==> config.mk <==
export PLATFORM = sky130hd
export DESIGN_NAME = score_glyph_fetcher
export DESIGN_NICKNAME = d
export VERILOG_FILES = /design/src/rtl/score_glyph_fetcher.sv
export SDC_FILE = /design/constraint.sdc
export NUM_CORES = 1
export LEC_CHECK = 0
export BUFFER_PORTS_ARGS = -buffer_cell sky130_fd_sc_hd__buf_4
export CAP_MARGIN = 20
export CORE_ASPECT_RATIO = 0.6
export CORE_UTILIZATION = 50
export DETAILED_ROUTE_END_ITERATION = 6
export MAX_ROUTING_LAYER = met4
export PLACE_DENSITY = 0.87
export SLEW_MARGIN = 15
export SYNTH_ARGS = -nofsm -noshare
export SYNTH_HDL_FRONTEND = slang
export SYNTH_SLANG_ARGS = --single-unit
==> constraint.sdc <==
create_clock -name clk -period 2.2 [get_ports clk]
set_clock_uncertainty 0.1 [all_clocks]
set_input_delay 0.44 -clock clk [delete_from_list [all_inputs] [get_ports clk]]
set_output_delay 0.44 -clock clk [all_outputs]
set_load 0.01 [all_outputs]
==> src/rtl/score_glyph_fetcher.sv <==
// Two-digit BCD score with per-frame display shadow and a two-stage glyph fetch pipeline.
// Build option: define SCORE_BLANK_LEADING_ZERO_EN to suppress drawing a leading tens zero.
module score_glyph_fetcher #(
    parameter int GLYPH_W    = 11,
    parameter int GLYPH_H    = 16,
    parameter int SCALE_LOG2 = 1,
    parameter int X0         = 280,
    parameter int Y0         = 16,
    parameter int GAP        = 4,
    parameter int MAX_SCORE  = 99
) (
    input  logic       clk,
    input  logic       rst_n,
    input  logic       frame_start,
    input  logic       pixel_valid,
    input  logic [9:0] pixel_row,
    input  logic [9:0] pixel_col,
    input  logic       score_inc,
    input  logic       score_clr,
    output logic [3:0] glyph_digit,
    output logic [9:0] glyph_row,
    output logic [9:0] glyph_col,
    input  logic [2:0] glyph_rgb,
    output logic [2:0] rgb_out,
    output logic       rgb_valid,
    output logic [3:0] score_tens,
    output logic [3:0] score_ones,
    output logic       score_max
);

    localparam logic [10:0] BW    = 11'(GLYPH_W << SCALE_LOG2);
    localparam logic [10:0] BH    = 11'(GLYPH_H << SCALE_LOG2);
    localparam logic [10:0] X0_W  = 11'(X0);
    localparam logic [10:0] X1_W  = 11'(X0 + (GLYPH_W << SCALE_LOG2) + GAP);
    localparam logic [10:0] Y0_W  = 11'(Y0);
    localparam logic [3:0]  MAX_T = 4'(MAX_SCORE / 10);
    localparam logic [3:0]  MAX_O = 4'(MAX_SCORE % 10);

    logic [3:0] tens_q, tens_d, ones_q, ones_d;
    logic [3:0] disp_tens_q, disp_ones_q;
    logic [3:0] digit_q, digit_d;
    logic [9:0] row_q, row_d, col_q, col_d;
    logic       hit1_q, valid1_q;
    logic [2:0] rgb_q;
    logic       rgb_valid_q;

    logic        at_max;
    logic [10:0] row_w, col_w, row_off, col_off;
    logic        in_rows, in_tens, in_ones, tens_hit, hit;
    logic [3:0]  shadow_tens, shadow_ones;

    assign at_max = (tens_q == MAX_T) && (ones_q == MAX_O);

    always_comb begin
        tens_d = tens_q;
        ones_d = ones_q;
        if (score_clr) begin
            tens_d = 4'd0;
            ones_d = 4'd0;
        end else if (score_inc && !at_max) begin
            if (ones_q == 4'd9) begin
                ones_d = 4'd0;
                tens_d = tens_q + 4'd1;
            end else begin
                ones_d = ones_q + 4'd1;
            end
        end
    end

    // A pixel sampled together with frame_start already sees the newly latched digits.
    assign shadow_tens = frame_start ? tens_q : disp_tens_q;
    assign shadow_ones = frame_start ? ones_q : disp_ones_q;

    assign row_w   = {1'b0, pixel_row};
    assign col_w   = {1'b0, pixel_col};
    assign in_rows = (row_w >= Y0_W) && (row_w < Y0_W + BH);
    assign in_tens = in_rows && (col_w >= X0_W) && (col_w < X0_W + BW);
    assign in_ones = in_rows && (col_w >= X1_W) && (col_w < X1_W + BW);

`ifdef SCORE_BLANK_LEADING_ZERO_EN
    assign tens_hit = in_tens && (shadow_tens != 4'd0);
`else
    assign tens_hit = in_tens;
`endif

    assign hit     = pixel_valid && (tens_hit || in_ones);
    assign row_off = row_w - Y0_W;
    assign col_off = col_w - (tens_hit ? X0_W : X1_W);

    always_comb begin
        digit_d = 4'd0;
        row_d   = 10'h3FF;
        col_d   = 10'h3FF;
        if (hit) begin
            digit_d = tens_hit ? shadow_tens : shadow_ones;
            row_d   = 10'(row_off >> SCALE_LOG2);
            col_d   = 10'(col_off >> SCALE_LOG2);
        end
    end

    always_ff @(posedge clk or negedge rst_n) begin
        if (!rst_n) begin
            tens_q      <= 4'd0;
            ones_q      <= 4'd0;
            disp_tens_q <= 4'd0;
            disp_ones_q <= 4'd0;
            digit_q     <= 4'd0;
            row_q       <= 10'd0;
            col_q       <= 10'd0;
            hit1_q      <= 1'b0;
            valid1_q    <= 1'b0;
            rgb_q       <= 3'd0;
            rgb_valid_q <= 1'b0;
        end else begin
            tens_q <= tens_d;
            ones_q <= ones_d;
            if (frame_start) begin
                disp_tens_q <= tens_q;
                disp_ones_q <= ones_q;
            end
            digit_q     <= digit_d;
            row_q       <= row_d;
            col_q       <= col_d;
            hit1_q      <= hit;
            valid1_q    <= pixel_valid;
            rgb_q       <= (valid1_q && hit1_q) ? glyph_rgb : 3'd0;
            rgb_valid_q <= valid1_q;
        end
    end

    assign glyph_digit = digit_q;
    assign glyph_row   = row_q;
    assign glyph_col   = col_q;
    assign rgb_out     = rgb_q;
    assign rgb_valid   = rgb_valid_q;
    assign score_tens  = tens_q;
    assign score_ones  = ones_q;
    assign score_max   = at_max;

endmodule

# Yosys cells after proc, flatten, opt, wreduce, memory -nomap -nowiden
# Index checks and enable logic that the tools add are counted.
# word_totals
ff_bits	46
inputBits	29
output_inout_bits	37
word_cells	51
# classes
n_addsub	4
order_cmp	6
eq_ne	2
muxes	14
n_reduce_logical	14
# ops
cell	count
4-bit 2-to-1 mux	10
10-bit by 9-bit >= comparator with 1-bit output (second input constant)	2
10-bit by 9-bit < comparator with 1-bit output (second input constant)	2
10-bit 2-to-1 mux	2
10-bit by 5-bit subtractor with 11-bit output (second input constant)	1
10-bit by 9-bit subtractor with 11-bit output	1
10-bit by 5-bit >= comparator with 1-bit output (second input constant)	1
10-bit by 6-bit < comparator with 1-bit output (second input constant)	1
1-bit logical AND	9
4-bit by 1-bit adder with 4-bit output (second input constant)	2
4-bit == test (second input constant)	2
6-bit 2-to-1 mux	1
2-bit nonzero test	2
3-bit 2-to-1 mux	1
2-bit AND reduction	1
1-bit zero test	1
1-bit logical OR	1

# Depth between registers and ports, before layout
# Gate-level depths: netlist of the first run.
# logic_depth
ltp_word	7
mapped_depth	13
depth_no_buf	12

# Worst setup path after synthesis of the first run
# OpenSTA, ideal clock, no wires.
# synth_path
kind	input-to-reg
start	input port pixel_row[8]
end	register col_q[6], in the netlist glyph_col[6]
setup_time_ns	0.122
t_arrival_ns	2.659
required_ns	1.978
path_slack_ns	-0.682
path_stages	10
n_path_buf	0
cell_sequence	or3_1 > or4_1 > nor3_1 > inv_1 > ha_1 > nor2b_1 > o21ba_2 > o41ai_1 > xnor2_1 > nand2_1
# synth_via
elab_chain_len	7
elab_cells_between_ends	12
cone_classes	add/sub: 1; order compare: 2; mux: 2; reduce/logical: 7
# synth_lines
item	line_no	source
start: declaration	16	input logic [9:0] pixel_row,
10-bit by 5-bit >= comparator with 1-bit output or 10-bit by 6-bit < comparator with 1-bit output (tied branches)	76	assign in_rows = (row_w >= Y0_W) && (row_w < Y0_W + BH);
1-bit logical AND *	76	
1-bit logical AND, on equally long branches (2 in a row)	77, 78	
6-bit 2-to-1 mux or 1-bit logical OR (tied branches)	88, 86	
10-bit by 9-bit subtractor with 11-bit output or 1-bit logical AND (tied branches)	88, 86	
10-bit 2-to-1 mux *	94	if (hit) begin
named net col_d[6]	42	logic [9:0] row_q, row_d, col_q, col_d;
end signal: assignment	123	col_q <= col_d;
end: declaration	42	
# The timed path passes the listed nets; every way through them passes the cells marked *.
# A chain may end at the register's enable or synchronous reset.

# Worst setup path in the final report of the first run
# layout_path
start	input port pixel_row[8]
end	register row_q[0], in the netlist glyph_row[0]
# layout_via
elab_chain_len	7
elab_cells_between_ends	10
cone_classes	order compare: 2; mux: 1; reduce/logical: 7
# layout_lines
item	line_no	source
10-bit by 5-bit >= comparator with 1-bit output or 10-bit by 6-bit < comparator with 1-bit output (tied branches)	76	
1-bit logical AND *	76	
1-bit logical AND, on equally long branches (2 in a row)	77, 78	
1-bit logical OR *	86	assign hit = pixel_valid && (tens_hit || in_ones);
1-bit logical AND *	86	
10-bit 2-to-1 mux *	94	
named net row_d[0]	42	
end signal: assignment	122	row_q <= row_d;
end: declaration	42	
# Marks and branches as above.

==> results of run 1 <==
## through the flow
step	instance area (um2)	TNS [ns]	instances	power (uW)	utilization, %
final	3110	-7.48	334	1720	81.8
after detailed placement	2830	-8.42	319	1140	74.3
after CTS	3060	-3.74	333	1730	80.4
after floorplan	2140	-2.70	188	1000	-
after global placement	2830	-7.64	319	1130	74.3
after global routing	3110	-8.25	334	1800	81.8
## how the worst max path moves through the flow
| stage | cells after the start | end | start | slack (ns) |
|---|---|---|---|---|
| 2_1_floorplan | 10 | glyph_col[6] | pixel_row[8] | -0.47 |
| 3_3_place_gp | 11 | glyph_col[6] | pixel_row[8] | -0.67 |
| 3_5_place_dp | 11 | glyph_col[6] | pixel_row[8] | -0.72 |
| 4_1_cts | 11 | glyph_col[6] | pixel_row[8] | -0.31 |
| 5_1_grt | 11 | glyph_col[6] | pixel_row[8] | -0.45 |
| 6_report | 10 | glyph_row[0] | pixel_row[8] | -0.40 |
## power by group
part	switching (uW)	leakage, uW	internal, uW	total, uW
Clock	273	0.0000544	288	561
Combinational	134	0.000847	138	272
Sequential	22.8	0.000525	869	892
## final cells by class
cell class              instances  area share, %
clock buffers                   7           3.09
clock inverters                 1          0.281
inverters                      10           1.21
multi-input cells             127           32.1
flip-flops and latches         46           37.0
well taps                      47           1.89
repair buffers                 96           24.5
## state kept, by name, indices dropped and copies added, names as in the netlist
signal	flops
glyph_row	10
disp_tens_q	4
score_ones	4
rgb_valid	1
disp_ones_q	4
rgb_out	3
glyph_col	10
hit1_q	1
valid1_q	1
score_tens	4
glyph_digit	4
## placed cells by master (no fill, tap or decap), drive strengths merged, types with 2 or more instances in the layout
| cell type | Yosys | final |
|---|---|---|
| a21oi | 11 | 11 |
| and3 | 5 | 5 |
| buf | 2 | 96 |
| clkbuf | 3 | 7 |
| dfrtp | 46 | 46 |
| ha | 11 | 11 |
| inv | 10 | 10 |
| mux2 | 8 | 8 |
| nand2 | 27 | 27 |
| nand2b | 3 | 3 |
| nand3 | 5 | 5 |
| nand3b | 6 | 6 |
| nor2 | 7 | 7 |
| nor2b | 2 | 2 |
| nor3 | 5 | 5 |
| o21ai | 10 | 10 |
| o31ai | 2 | 2 |
| o41ai | 2 | 2 |
| or2b | 2 | 2 |
| or3 | 2 | 2 |
| xnor2 | 4 | 4 |
| xor2 | 3 | 3 |
## logic make-up (layout without fill, tap and decap cells)
| group | Yosys count | count (layout) |
|---|---|---|
| AOI/OAI and AO/OA | 31 | 31 |
| xor gates and xnor gates | 7 | 7 |
| adders and majority gates | 11 | 11 |
| buffers and inverters | 15 | 114 |
| DFF | 46 | 46 |
| muxes | 8 | 8 |
| and+or+nand+nor | 70 | 70 |
## metal layers
layer	wire (um)	GRT usage [%]
met2	2580	44.1
met1	2610	36.5
met5	0	-
met3	388	7.94
met4	146	11.6
## critical path, stage by stage
cell and delay, ns:
buf_6 0.09, or3_4 0.39, or4_4 0.45, buf_4 0.16
buf_6 0.10, buf_6 0.10, or3b_4 0.42, a21oi_4 0.16
buf_6 0.13, or2b_1 0.23
## what timing repair did
item                                    in CTS  in global routing
hold endpoints to repair                     0                  0
setup buffers                                5                  2
pin swaps                                    4                  5
gates resized for setup                     19                 12
endpoints found under the setup margin      10                 25
gates cloned                                 1                  0
==> flow_metrics.tcl, run 1 <==
set metrics [dict create \
    outcome "finished with violations" \
    violations "setup timing" \
    gp_congestion 0.900 \
    power_density_nw_per_um2 554 \
    final_nets 326 \
    critPathMaxFanout 4 \
    synth_most_common_cell "dfrtp_1" \
    cts_tree "built" \
    synthTopCellsByCount "dfrtp_1, nand2_1, ha_1" \
    min_period_over_period_pct 118 \
    regArea_um2 1150 \
    ys_warn_count 0 \
    grt_pass1_wl_um 8890 \
    grt_max_degree 47 \
    avgSynthCellArea_um2 11.0 \
    synth.largest_area_cell "dfrtp_1" \
    critical_path_required_ns 2.28 \
    synth.area.mux_share_pct 4.36 \
    cts_max_level 2 \
    cts_buffers 5 \
    ioPinCount 66 \
    cts_sinks 46 \
    grt_usage_pct 28.6 \
    r2r-start "score_ones[1]" \
    ys.flop_type "dfrtp_1" \
    worstPathArrival_ns 2.68 \
    multi_input_comb_area_um2 998 \
    clockBufferDepth 2 \
    cts_hold_buf 0 \
    tightest_slew_ns 0.688 \
    fin_crit_ns 2.60 \
    io_buffers 64 \
    die_w_um 85.0 \
    antenna_left 0 \
    r2r_setup_slack_ns 0.33 \
    yosys-top-cells-area "dfrtp_1, ha_1, nand2_1, mux2_2, a21oi_1" \
    final_layout_size_suffix_gt1_share_pct 47.0 \
    grt_setup_unrepaired "true" \
    synthesis.area_um2 2070 \
    drt-pass1-iter-count 4 \
    fin_hold_ws_ns 0.0126 \
    post-route-drc-count 0 \
    viasPerCell 5.48 \
    synth_top_area_share_pct 55.7 \
    r2r_cells 7 \
    fill_cells 216 \
    dieArea_um2 4400 \
    crit_path_start_kind "input pin" \
    clk_pin_slew_ns 0.09 \
    cts_root_buf "clkbuf_8" \
    finalWorstSetupSlack_ns -0.402 \
    synthAdderAreaFrac_pct 6.66 \
    leakagePower_uw 0.00143 \
    hp-class "in2async" \
    syn_nets 228 \
    synthDistinctLibCells 36 \
    irDropWorstVdd_uv 394 \
    core_um2 3810 \
    cp-end-kind "register" \
    area_growth_pct 50.7 \
    async_reset_ff_share_pct 100 \
    setup_viol 25 \
    die_h_um 51.8 \
    antenna_found_initial 0 \
    gr-total-overflow 0 \
    maxCapViolCount 0 \
    synth_edf_count 0 \
    dp_hpwl_um 3680 \
    relSlewSlack_pct 53.7 \
    dp_slack_ns -0.715 \
    wl_per_cell_um 17.1 \
    clock.fmax_mhz 384 \
    hold_viol_final 0 \
    drt_wl_total_um 5720 \
    synth-simple-area-share_pct 17.6 \
    vias 1830 \
    start_util_pct 54.3 \
    antenna_cells 0 \
    yosys.area_share.xor_xnor_pct 2.97 \
    drtIter0Drc 111 \
    synth_seq_cells 46 \
    rows 17 \
    synth_top_family_by_area "simple AND/OR/NAND/NOR gates" \
    synth-compound-area-share_pct 9.08 \
    grt_pass1_vias 1791 \
    syn_inst 188 \
    slew_violations 0 \
    ys_seq_area_share_pct 55.7 \
    clock_latency_ns 0.30 \
    crit_type "in2reg" \
    reg2reg_to "score_tens[3]" \
]
(Power assumes the default switching activity.)
==> run 2: changes to the inputs <==
--- a/config.mk
+++ b/config.mk
@@ -5,13 +5,14 @@
 export SDC_FILE = /design/constraint.sdc
 export NUM_CORES = 1
 export LEC_CHECK = 0
+export ABC_AREA = 1
 export BUFFER_PORTS_ARGS = -buffer_cell sky130_fd_sc_hd__buf_4
 export CAP_MARGIN = 20
 export CORE_ASPECT_RATIO = 0.6
 export CORE_UTILIZATION = 50
 export DETAILED_ROUTE_END_ITERATION = 6
 export MAX_ROUTING_LAYER = met4
-export PLACE_DENSITY = 0.87
+export PLACE_DENSITY = 0.86
 export SLEW_MARGIN = 15
 export SYNTH_ARGS = -nofsm -noshare
 export SYNTH_HDL_FRONTEND = slang
==> run 2 against run 1 <==
Effect of this change: the flow now finishes without violations; core utilization decreased by 7.9 points; via count shrank 1.7%; final cell count rose by 8.4%; clock power shrank 8.4%; combinational power fell by 6%; non-clock buffer count is 17 lower; largest power group unchanged.
==> flow_metrics.tcl, run 2 <==
set metrics [dict create \
    cts_buffers 5 \
    cts_tree "built" \
    avgSynthCellArea_um2 9.07 \
    die_h_um 52.2 \
    ys.flop_type "dfrtp_1" \
    synth_seq_cells 46 \
    post-route-drc-count 0 \
    synthesis.area_um2 2100 \
    io_buffers 64 \
    synth.largest_area_cell "dfrtp_1" \
    hp-class "in2async" \
    hold_viol_final 0 \
    crit_type "in2reg" \
    ioPinCount 66 \
    irDropWorstVdd_uv 313 \
    gp_congestion 0.904 \
    tightest_slew_ns 0.549 \
    grt_pass1_vias 1662 \
    post_cts_buffers 0 \
    area_growth_pct 35.0 \
    start_util_pct 54.7 \
    cts_sinks 46 \
    ys_warn_count 0 \
    dp_hpwl_um 3590 \
    dieArea_um2 4460 \
    ys_seq_area_share_pct 54.9 \
    slew_violations 0 \
    grt_usage_pct 23.4 \
    cts_max_level 2 \
    syn_inst 231 \
    power_uw 1670 \
    critPathMaxFanout 4 \
    drt_wl_total_um 4560 \
    core_um2 3830 \
    antenna_cells 0 \
    critical_path_required_ns 2.30 \
    yosys-top-cells-area "dfrtp_1, nand2_1, ha_1, nor2_1, inv_1" \
    outcome "finished, final reports clean" \
    design_area_um2 2830 \
    layout_commonest_cell "buf_4" \
    antenna_found_initial 0 \
    grt_max_degree 47 \
    critPathSlowestCell "ha_1" \
    vias 1799 \
    worstPathArrival_ns 2.20 \
    min_period_over_period_pct 95.5 \
    die_w_um 85.6 \
    r2r_setup_slack_ns 0.36 \
    cts_root_buf "clkbuf_8" \
    final_nets 354 \
    power_density_nw_per_um2 589 \
    relSlewSlack_pct 63.4 \
    crit_path_start_kind "input pin" \
    final_cell_mix "buf_4, nand2_1, dfrtp_1" \
    cp-end-kind "register" \
    synth_most_common_cell "nand2_1" \
    gr-total-overflow 0 \
    leakagePower_uw 0.00141 \
    clock.fmax_mhz 476 \
    clockBufferDepth 2 \
    final_layout_size_suffix_gt1_share_pct 34.3 \
    drt-pass1-iter-count 4 \
    synthTopCellsByCount "nand2_1, dfrtp_1, nor2_1, inv_1, nand3_1" \
    crit_path_max_incr_delay_ns 0.20 \
    clock_latency_ns 0.31 \
    synth_top_area_share_pct 54.9 \
    grt_pass1_wl_um 7460 \
    synth_edf_count 0 \
    viasPerCell 4.97 \
    fill_cells 289 \
    wl_per_cell_um 12.6 \
    synthDistinctLibCells 25 \
    rows 17 \
    async_reset_ff_share_pct 100 \
    setup_viol 0 \
    syn_nets 271 \
    crit_chain "buf_4 > inv_1 > ha_1 > inv_1 > nor2_1 > nand3_1 > nand2_2 > nand2_2 > nor2_4 > inv_2 > ha_1 > ha_1 > inv_2 > nand2_2 > a21oi_2 > o21ai_1 > nand2_1 > nand2_1" \
    placed_area_um2 2730 \
    antenna_left 0 \
    drtIter0Drc 110 \
    maxCapViolCount 0 \
    clk_pin_slew_ns 0.09 \
    fin_crit_ns 2.10 \
]
==> run 2: changes by cell type after synthesis, sizes merged, moves of 5 or more <==
cell | previous run | this run
nand2 | 27 | 53
nor2 | 7 | 33
inv | 10 | 29
nand3 | 5 | 17
nand3b | 6 | 0
and3 | 5 | 0
mux2 | 8 | 3
==> run 2: per-stage QoR <==
stage	hold WS, ns	setup WS, ns	utilization, %	std cells	TNS, ns
finish	0.00548	0.0996	73.9	362	0
global route	0.0569	-0.0371	73.9	362	-0.0826
CTS	0.0283	0.0243	73.7	362	0
detailed placement	0.284	-0.296	71.3	354	-1.32
global placement	0.267	-0.177	71.3	354	-0.673
floorplan	0.0444	0.0218	-	231	0
==> run 2: routing by layer <==
| layer | wire length (um) | vias to the layer above | track usage (%) |
|---|---|---|---|
| li1 | - | 892 | - |
| met1 | 2120 | 817 | 31.2 |
| met2 | 1940 | 80 | 32.9 |
| met3 | 422 | 10 | 7.78 |
| met4 | 80 | 0 | 10.0 |
| met5 | 0 | - | - |
==> run 2: cells by family (layout without fill, tap and decap cells) <==
logic type,after synthesis,in the layout,synth area share (%)
DFF,46,46,54.9
adders and majority gates,11,11,6.57
and+or+nand+nor,107,107,21.1
buffers and inverters,32,116,6.33
xor gates and xnor gates,3,3,1.25
muxes,3,3,1.61
AOI/OAI and AO/OA,29,29,8.18
==> run 2: final timing paths <==
kind	from	end	cells past startpoint
worst max register to register	score_ones[1]	score_ones[3]	8
worst max-delay path	pixel_row[5]	glyph_col[6]	18
min in group clk	pixel_valid	valid1_q	1
worst min register to register	valid1_q	rgb_valid	0
worst min-delay path	rst_n	score_ones[2]	1
max in group asynchronous	rst_n	glyph_col[1]	1
==> run 2: power breakdown <==
| part | total (uW) | switching, uW | leakage, uW | internal, uW |
|---|---|---|---|---|
| combinational | 256 | 144 | 0.000839 | 112 |
| clock | 514 | 291 | 0.0000441 | 223 |
| sequential | 897 | 21.4 | 0.000523 | 876 |
==> run 2: final cells by class <==
cell class | instances | area, um2 | share of cell area [%]
sequential | 46 | 1150 | 40.7
multi-input combinational | 153 | 828 | 29.3
timing repair buffer | 79 | 593 | 21.0
inverter | 29 | 109 | 3.85
clock buffer | 5 | 68.8 | 2.43
tap | 47 | 58.8 | 2.08
clock inverter | 3 | 21.3 | 0.752
==> run 2: what timing repair did <==
item	in CTS	in global routing
resized for setup	0	7
hold buffers	0	0
setup endpoints to repair	0	5
==> run 2: worst max-delay path, delay by kind of cell <==
family                   cells  cell delay (ns)
AND/OR/NAND/NOR              8             0.64
adder cells (fa/ha/maj)      3             0.55
buffers and inverters        5             0.34
AO/OA/AOI/OAI                2             0.21
==> run 3: changes to the inputs <==
--- a/config.mk
+++ b/config.mk
@@ -9,10 +9,11 @@
 export BUFFER_PORTS_ARGS = -buffer_cell sky130_fd_sc_hd__buf_4
 export CAP_MARGIN = 20
 export CORE_ASPECT_RATIO = 0.6
-export CORE_UTILIZATION = 50
+export CORE_MARGIN = 2
+export CORE_UTILIZATION = 45
 export DETAILED_ROUTE_END_ITERATION = 6
 export MAX_ROUTING_LAYER = met4
-export PLACE_DENSITY = 0.86
+export PLACE_DENSITY = 0.83
 export SLEW_MARGIN = 15
 export SYNTH_ARGS = -nofsm -noshare
 export SYNTH_HDL_FRONTEND = slang
==> constraint.sdc (replaced) <==
create_clock -name clk -period 1.8 [get_ports clk]
set_clock_uncertainty 0.1 [all_clocks]
set_input_delay 0.36 -clock clk [delete_from_list [all_inputs] [get_ports clk]]
set_output_delay 0.36 -clock clk [all_outputs]
set_load 0.01 [all_outputs]
==> run 3 against run 2 <==
Effect of this change: the flow now finishes with violations (setup timing); final area increased by 13%; wire length is 18% higher; worst hold slack improved by 0.11 ns; largest cell class unchanged.
==> flow_metrics.tcl, run 3 (synthesis gave the netlist of run 2 again) <==
set metrics [dict create \
    outcome "finished with violations" \
    violations "setup timing" \
    power_uw 2140 \
    cp-end-kind "register" \
    wl_per_cell_um 13.5 \
    dieArea_um2 5240 \
    r2r-start "score_ones[1]" \
    final_cell_mix "buf_4, nand2_1, dfrtp_1" \
    crit_type "in2reg" \
    clockBufferDepth 2 \
    r2r_cells 9 \
    reg2reg_to "score_tens[0]" \
    power_density_nw_per_um2 669 \
    crit_buf_inv 5 \
    maxCapViolCount 0 \
    grt_pass1_wl_um 7820 \
    fin_hold_ws_ns 0.113 \
    irDropWorstVdd_uv 340 \
    fill_cells 346 \
    worstPathArrival_ns 1.90 \
    min_period_over_period_pct 101 \
    final_layout_size_suffix_gt1_share_pct 44.3 \
    critPathSlowestCell "ha_4" \
    area_growth_pct 53.0 \
    cts_tree "built" \
    tightest_slew_ns 0.568 \
    hold_path_end "valid1_q" \
    grt_usage_pct 19.9 \
    die_h_um 56.9 \
    critical_path_required_ns 1.89 \
    viasPerCell 4.75 \
    crit_path_max_incr_delay_ns 0.17 \
    clock.fmax_mhz 552 \
    cts_buffers 5 \
    crit_chain "buf_12 > inv_12 > ha_4 > inv_2 > nor2_1 > nand3_1 > nand2_2 > nand2_4 > nor2_4 > inv_2 > ha_4 > buf_4 > nand2_1 > nand2_1 > nand2_2 > nand3_2 > nand3_2 > o21ai_0" \
    post-route-drc-count 0 \
    finalWorstSetupSlack_ns -0.0101 \
    vias 1895 \
    antenna_cells 0 \
    critPathMaxFanout 3 \
    antenna_left 0 \
    die_w_um 92.1 \
    cts_root_buf "clkbuf_8" \
    clock_latency_ns 0.30 \
    drtIter0Drc 84 \
    dp_hpwl_um 3620 \
    cp.depth 18 \
    leakagePower_uw 0.00153 \
    drt-pass1-iter-count 4 \
    drt_wl_total_um 5400 \
    fin_cells 399 \
    fin_crit_ns 1.81 \
    hold_viol_final 0 \
    antenna_found_initial 0 \
    core_um2 4520 \
    r2r_setup_slack_ns 0.07 \
    tns_ns -0.0218 \
    grt_setup_unrepaired "true" \
    start_util_pct 46.4 \
    ioPinCount 66 \
    slew_violations 0 \
    crit_path_start_kind "input pin" \
    final_nets 375 \
    hp-start "pixel_valid" \
    dp_cells 376 \
    min_path_cells 1 \
    io_buffers 64 \
    gr-total-overflow 0 \
    cp_top_family "simple AND/OR/NAND/NOR gates" \
    gp_congestion 0.877 \
    clk_pin_slew_ns 0.09 \
    cts_sinks 46 \
    rows 19 \
    relSlewSlack_pct 62.1 \
    setup_viol 3 \
    cts_max_level 2 \
    hp-class "in2reg" \
    layout_commonest_cell "buf_4" \
    grt_max_degree 47 \
    grt_pass1_vias 1686 \
]
==> run 3: cell count changes in the layout (fill, tap and decap cells not counted), sizes merged <==
cell         delta
buf            +19
clkbuf          +2
clkinv          -1
dlygate4sd3     +1
==> run 3: worst max path at each step <==
| stage | startpoint | to | slack (ns) |
|---|---|---|---|
| 2_1_floorplan | pixel_row[5] | glyph_col[6] | -0.20 |
| 3_3_place_gp | pixel_row[5] | glyph_col[9] | -0.39 |
| 3_5_place_dp | pixel_row[5] | glyph_col[9] | -0.44 |
| 4_1_cts | pixel_row[5] | glyph_col[8] | 0.0002 |
| 5_1_grt | pixel_row[5] | glyph_col[5] | -0.15 |
| 6_report | pixel_row[5] | glyph_col[9] | -0.01 |
==> run 3: report_power, final <==
part	switching [uW]	leakage, uW	internal (uW)
Clock	346	0.0000472	309
Combinational	203	0.000965	188
Sequential	27.8	0.000521	1070
Total	577	0.00153	1570
==> run 3: stage by stage <==
| step | area, um2 | util [%] | setup slack (ns) |
|---|---|---|---|
| 6_report | 3210 | 71.0 | -0.0101 |
| 5_1_grt | 3210 | 71.0 | -0.154 |
| 4_1_cts | 3030 | 67.0 | 0.000222 |
| 3_5_place_dp | 2870 | 63.4 | -0.437 |
| 3_3_place_gp | 2870 | 63.4 | -0.393 |
| 2_1_floorplan | 2160 | - | -0.204 |
==> run 3: timing repair <==
| item | CTS | global route |
|---|---|---|
| resized for setup | 6 | 21 |
| buffers inserted | 4 | 9 |
| hold buffers | 1 | 0 |
| pin swaps | 7 | 7 |
| cloned | 0 | 1 |
| hold endpoints to repair | 46 | 0 |
| setup endpoints to repair | 8 | 19 |
==> run 3: layout make-up <==
cell class | count | area (um2) | area share [%]
sequential | 46 | 1150 | 35.9
multi-input combinational | 153 | 956 | 29.8
timing repair buffer | 100 | 800 | 24.9
inverter | 29 | 124 | 3.86
clock buffer | 6 | 82.6 | 2.58
tap | 63 | 78.8 | 2.46
clock inverter | 2 | 12.5 | 0.390
==> run 3: worst register-to-register path, cell delays in order, from the launching register on <==
cell	delay, ns
dfrtp_1	0.41
inv_2	0.07
ha_1	0.14
nand3_2	0.10
nor2_4	0.14
buf_4	0.12
nor2_1	0.06
a21oi_2	0.30
nand2_1	0.09
o21ai_0	0.10
==> run 3: per-layer routing <==
metal	wire length (um)	track usage (%)	vias up
met5	0	-	-
met4	98	5.12	0
met3	434	5.91	11
met2	2390	28.6	77
met1	2480	27.8	870
li1	-	-	937
